===== config.mk =====
export PLATFORM = sky130hd
export DESIGN_NAME = rr_decoder_arbiter
export DESIGN_NICKNAME = d
export VERILOG_FILES = /design/src/rtl/rr_decoder_arbiter.sv
export SDC_FILE = /design/constraint.sdc
export NUM_CORES = 1
export LEC_CHECK = 0
export ABC_AREA = 1
export CAP_MARGIN = 20
export CORE_MARGIN = 2
export CORE_UTILIZATION = 55
export DETAILED_ROUTE_END_ITERATION = 10
export HOLD_SLACK_MARGIN = 0.06
export PLACE_DENSITY_LB_ADDON = 0.25
export SYNTH_ARGS = -nofsm -noshare
export SYNTH_HDL_FRONTEND = slang
export SYNTH_SLANG_ARGS = --single-unit

===== constraint.sdc =====
create_clock -name clk -period 2.8 [get_ports clk]
set_input_delay 0.42 -clock clk [delete_from_list [all_inputs] [get_ports clk]]
set_output_delay 0.42 -clock clk [all_outputs]
set_load 0.01 [all_outputs]

===== src/rtl/rr_decoder_arbiter.sv =====
// rtl/rr_decoder_arbiter.sv - round-robin arbiter with one-hot and binary grant outputs
//
// Grants one of OUT requesters at a time. The grant is held until the owner
// releases it, drops its request, enable goes low, or the hold counter
// reaches HOLD_MAX. The grant is driven as a registered binary index
// (grant_index) and a registered one-hot select (decoder_out).
//
// Ports:
//   clk            rising-edge clock
//   rst_n          synchronous active-low reset
//   enable         arbitration enable; low blocks new grants and revokes the current one
//   req[OUT]       level-sensitive per-requester request
//   grant_release  current owner is done; only looked at while a grant is active
//   grant_valid    a grant is active
//   grant_index    binary index of the owner; holds its last value while idle
//   decoder_out    one-hot grant, zero while idle

module rr_decoder_arbiter #(
    parameter int IN       = 3,
    parameter int OUT      = (1 << IN),
    parameter int HOLD_MAX = 16
) (
    input  logic           clk,
    input  logic           rst_n,
    input  logic           enable,
    input  logic [OUT-1:0] req,
    input  logic           grant_release,
    output logic           grant_valid,
    output logic [IN-1:0]  grant_index,
    output logic [OUT-1:0] decoder_out
);

    localparam int CW = (HOLD_MAX == 0) ? 1 : $clog2(HOLD_MAX + 1);

    typedef enum logic {
        IDLE  = 1'b0,
        GRANT = 1'b1
    } state_t;

    state_t          state;
    logic [IN-1:0]   ptr;
    logic [CW-1:0]   hold_cnt;
    logic [IN-1:0]   winner;
    logic            any_req;
    logic            timeout;
    logic            grant_exit;

    // Scan from the farthest offset back to ptr so the requester closest to
    // ptr (in wrap-around order) is written last and wins. The IN-bit sum
    // wraps naturally modulo OUT.
    always_comb begin
        winner = '0;
        for (int i = OUT - 1; i >= 0; i--) begin
            if (req[ptr + IN'(i)]) begin
                winner = ptr + IN'(i);
            end
        end
    end

    assign any_req    = |req;
    assign timeout    = (HOLD_MAX != 0) && (hold_cnt == CW'(HOLD_MAX));
    assign grant_exit = grant_release || !req[grant_index] || !enable || timeout;

    always_ff @(posedge clk) begin
        if (!rst_n) begin
            state       <= IDLE;
            ptr         <= '0;
            hold_cnt    <= '0;
            grant_valid <= 1'b0;
            grant_index <= '0;
            decoder_out <= '0;
        end else begin
            case (state)
                IDLE: begin
                    if (enable && any_req) begin
                        state       <= GRANT;
                        grant_valid <= 1'b1;
                        grant_index <= winner;
                        decoder_out <= OUT'(1) << winner;
                        hold_cnt    <= CW'(1);
                    end
                end
                GRANT: begin
                    if (grant_exit) begin
                        // All exit causes collapse into one exit with one
                        // pointer advance; a timed-out owner therefore
                        // ranks last on the next scan.
                        state       <= IDLE;
                        ptr         <= grant_index + IN'(1);
                        grant_valid <= 1'b0;
                        decoder_out <= '0;
                        hold_cnt    <= '0;
                    end else if (HOLD_MAX != 0 && hold_cnt != CW'(HOLD_MAX)) begin
                        hold_cnt <= hold_cnt + CW'(1);
                    end
                end
                default: begin
                    state       <= IDLE;
                    grant_valid <= 1'b0;
                    decoder_out <= '0;
                    hold_cnt    <= '0;
                end
            endcase
        end
    end

endmodule

==> metrics.yaml <==
status:
  status: "complete, no violations"
sta:
  fin_crit_sh_pct: 82.2
  maxSlewViolCount: 0
  setup_tns_ns: 0
  relSlewSlack_pct: 64.2
  setup_ws_ns: 0.499
  fmax_mhz: 435
  setup_viol: 0
  whs_ns: 0.471
  rsz0062_at_grt: "no"
  period_needed_ns: 2.30
  worst_pin_slew_ns: 0.537
  finClkSkew_ns: 0.0112
  hold_viol_final: 0
worst_hold_path:
  hold_class: "register to register"
  min_from: "decoder_out[6]"
logic_synthesis:
  synth-simple-area-share_pct: 43.2
  ys_ff_latch: 21
  synth_adder_area_share_pct: 3.62
  synth_top_family_by_area: "simple AND/OR/NAND/NOR gates"
  synthCells: 265
  synthArstFlopShare_pct: 0
  synth_top_area_cell: "dfxtp_1"
  seq_area_frac_synth_pct: 24.3
  synth-compound-area-share_pct: 15.1
  synth_area_leaders: "dfxtp_1 24%, nand2_1 16%, nand3_1 8.4%, a21oi_1 7.2%, nand3_2 6.9%"
  ys_warn_count: 0
  synth_edf_count: 0
  muxShareOfSynthArea_pct: 0
  ys_types: 31
  syn_area_sq_um: 1730
  synthFlopType: "dfxtp_1"
  syn_nets: 282
  synthXorXnorAreaFrac_pct: 3.11
  avgSynthCellArea_sq_um: 6.53
  synth_top_area_share_pct: 24.3
critical_path:
  cp-endpoint: "decoder_out[7]"
  crit_top_cell: "nand2_1"
  cp_cell_sequence: "inv_6 > ha_1 > inv_2 > nand3_2 > nand2_1 > nor2_1 > nand2_1 > nand2_1 > nand2_1 > nand2_1 > nand2_1 > nand2_1 > nand2_2 > a21oi_2 > nand3_1 > a21oi_1"
  cp_data_arrival_time_ns: 2.55
  endpoint_kind: "register"
  rr_worst_depth: 16
  timing.rr.end: "decoder_out[7]"
  path_buf_inv: 2
  critPathMaxStageDelay_ns: 0.44
  worstPathRequired_ns: 3.04
  setup.worst_path.class: "register to register"
  startpoint_type: "register"
  startpoint: "ptr[1]"
  cp_max_fo: 10
  r2r_slack_ns: 0.50
  slowest_stage: "ha_1"
  cp.depth: 16
  timing.rr.start: "ptr[1]"
  critical_path.top_delay_family: "simple AND/OR/NAND/NOR gates"
drt:
  wl_met1_mm: 1.82
  top_layer_used: "met4"
  wl_met2_mm: 1.96
  route.met3.wl_um: 126
  drt_iter0_markers: 85
  wl_mm: 4.00
  wl_per_cell_um: 11.9
  vias: 1731
  ant_nets: 0
  drc: 0
  via_per_inst: 5.17
  firstDrtPassIters: 4
floorplanning:
  die_h_um: 60.1
  coreArea_sq_um: 3030
  ioPinCount: 24
  die_area_sq_um: 3610
  initial_core_util_pct: 57.1
  rows: 20
  die_w_um: 60.1
finish:
  layout_common_cells: "74 x nand2_1, 29 x nand3_1, 27 x inv_1"
  drive_gt1_share_pct: 18.9
  area_growth_pct: 17.2
  nFillCells: 274
  final_common_cell: "nand2_1"
  antennaDiodeCount: 0
  multiInputGateArea_sq_um: 1130
  seq_area_sq_um: 420
  layout.nets: 309
place:
  post-place-ws_ns: 0.488
  port_buffers: 23
  dpl.hpwl_mm: 3.22
  routabilityCongestion: 0.950
clock_network:
  clock_path_buffers: 2
  hold_buffers: 0
  root_buffer: "clkbuf_4"
  cts_tree: "yes"
  clock-sinks: 21
  postCtsSetupRepairBufs: 0
  numCtsBuffers: 3
  htreeDepth: 1
  clock_latency_ns: 0.32
  path_clk_slew_ns: 0.12
  ctsResizeCount: 0
pwr:
  powerDensity_nw_per_um2: 535
  p_leak_nw: 0.941
  ir_drop_mv: 0.332
grt:
  grtUsageTotal_pct: 24.3
  grt_max_degree: 17
  antenna_found_initial: 0
  grt_pass1_vias: 1554
  grt_overflow: 0
  grt_pass1_wl_mm: 6.67
run:
  drv_cap: 0
where the power goes:
group          total (mW)  leakage (nW)  switching [mW]  internal [mW]
sequential          0.350         0.171          0.0272          0.323
combinational       0.584         0.752           0.364          0.220
clock               0.151        0.0177          0.0970         0.0535
state kept, by name, summed over array words and instances, names as in the netlist:
register and cells:
state 1, hold_cnt 5, ptr 3, grant_valid 1
grant_index 3, decoder_out 8
worst min-delay path by stage:
| stage | slack, ns | to | depth (start not counted) |
|---|---|---|---|
| CTS | 0.48 | decoder_out[7] | 2 |
| finish | 0.47 | decoder_out[6] | 2 |
| global route | 0.50 | decoder_out[6] | 2 |
| detailed placement | 0.46 | decoder_out[2] | 2 |
| global placement | 0.45 | decoder_out[7] | 2 |
| floorplan | 0.47 | hold_cnt[4] | 2 |
cell families (layout without fill, tap and decap cells):
family                     Yosys count  count (layout)
xor gates and xnor gates             4               4
DFF                                 21              21
and+or+nand+nor                    150             150
AOI/OAI and AO/OA                   44              44
adders and majority gates            5               5
buffers and inverters               41              67
synthesized netlist by cell type, types with 2 or more instances:
cell type and count:
a211oi_1 2, a21oi_1 25, a21oi_2 3, buf_6 3, dfxtp_1 21, ha_1 5
inv_1 27, inv_2 8, nand2_1 74, nand2_2 17, nand2_4 2, nand3_1 29
nand3_2 12, nor2_1 11, nor4_1 2, o21ai_0 7, o21ai_1 2, xnor2_1 2
layout make-up:
type | count | share of cell area, %
multi-input combinational | 203 | 55.5
clock buffer | 3 | 1.11
clock inverter | 1 | 0.247
sequential | 21 | 20.7
tap | 44 | 2.71
inverter | 37 | 7.22
timing repair buffer | 26 | 12.5
worst reg2reg max path, stage by stage (launching register included):
cell and delay, ns:
dfxtp_1 0.42, inv_6 0.08, ha_1 0.44, inv_2 0.14, nand3_2 0.12, nand2_1 0.06, nor2_1 0.09, nand2_1 0.05
nand2_1 0.06, nand2_1 0.05, nand2_1 0.06, nand2_1 0.05, nand2_1 0.08, nand2_2 0.08, a21oi_2 0.22, nand3_1 0.11
a21oi_1 0.13
metrics by stage:
step	instances	total power, mW	utilization, %	instance area, sq um
after floorplan	265	0.800	-	1730
after global placement	331	0.932	66.1	2000
after detailed placement	331	0.938	66.1	2000
after CTS	335	1.09	67.0	2030
after global routing	335	1.18	67.0	2030
final	335	1.08	67.0	2030
routing by layer:
metal	up-vias	track usage, %
li1	913	-
met1	775	29.0
met2	34	42.9
met3	9	3.68
met4	0	10.2
met5	-	0
Power figures use the tool's default switching activity.
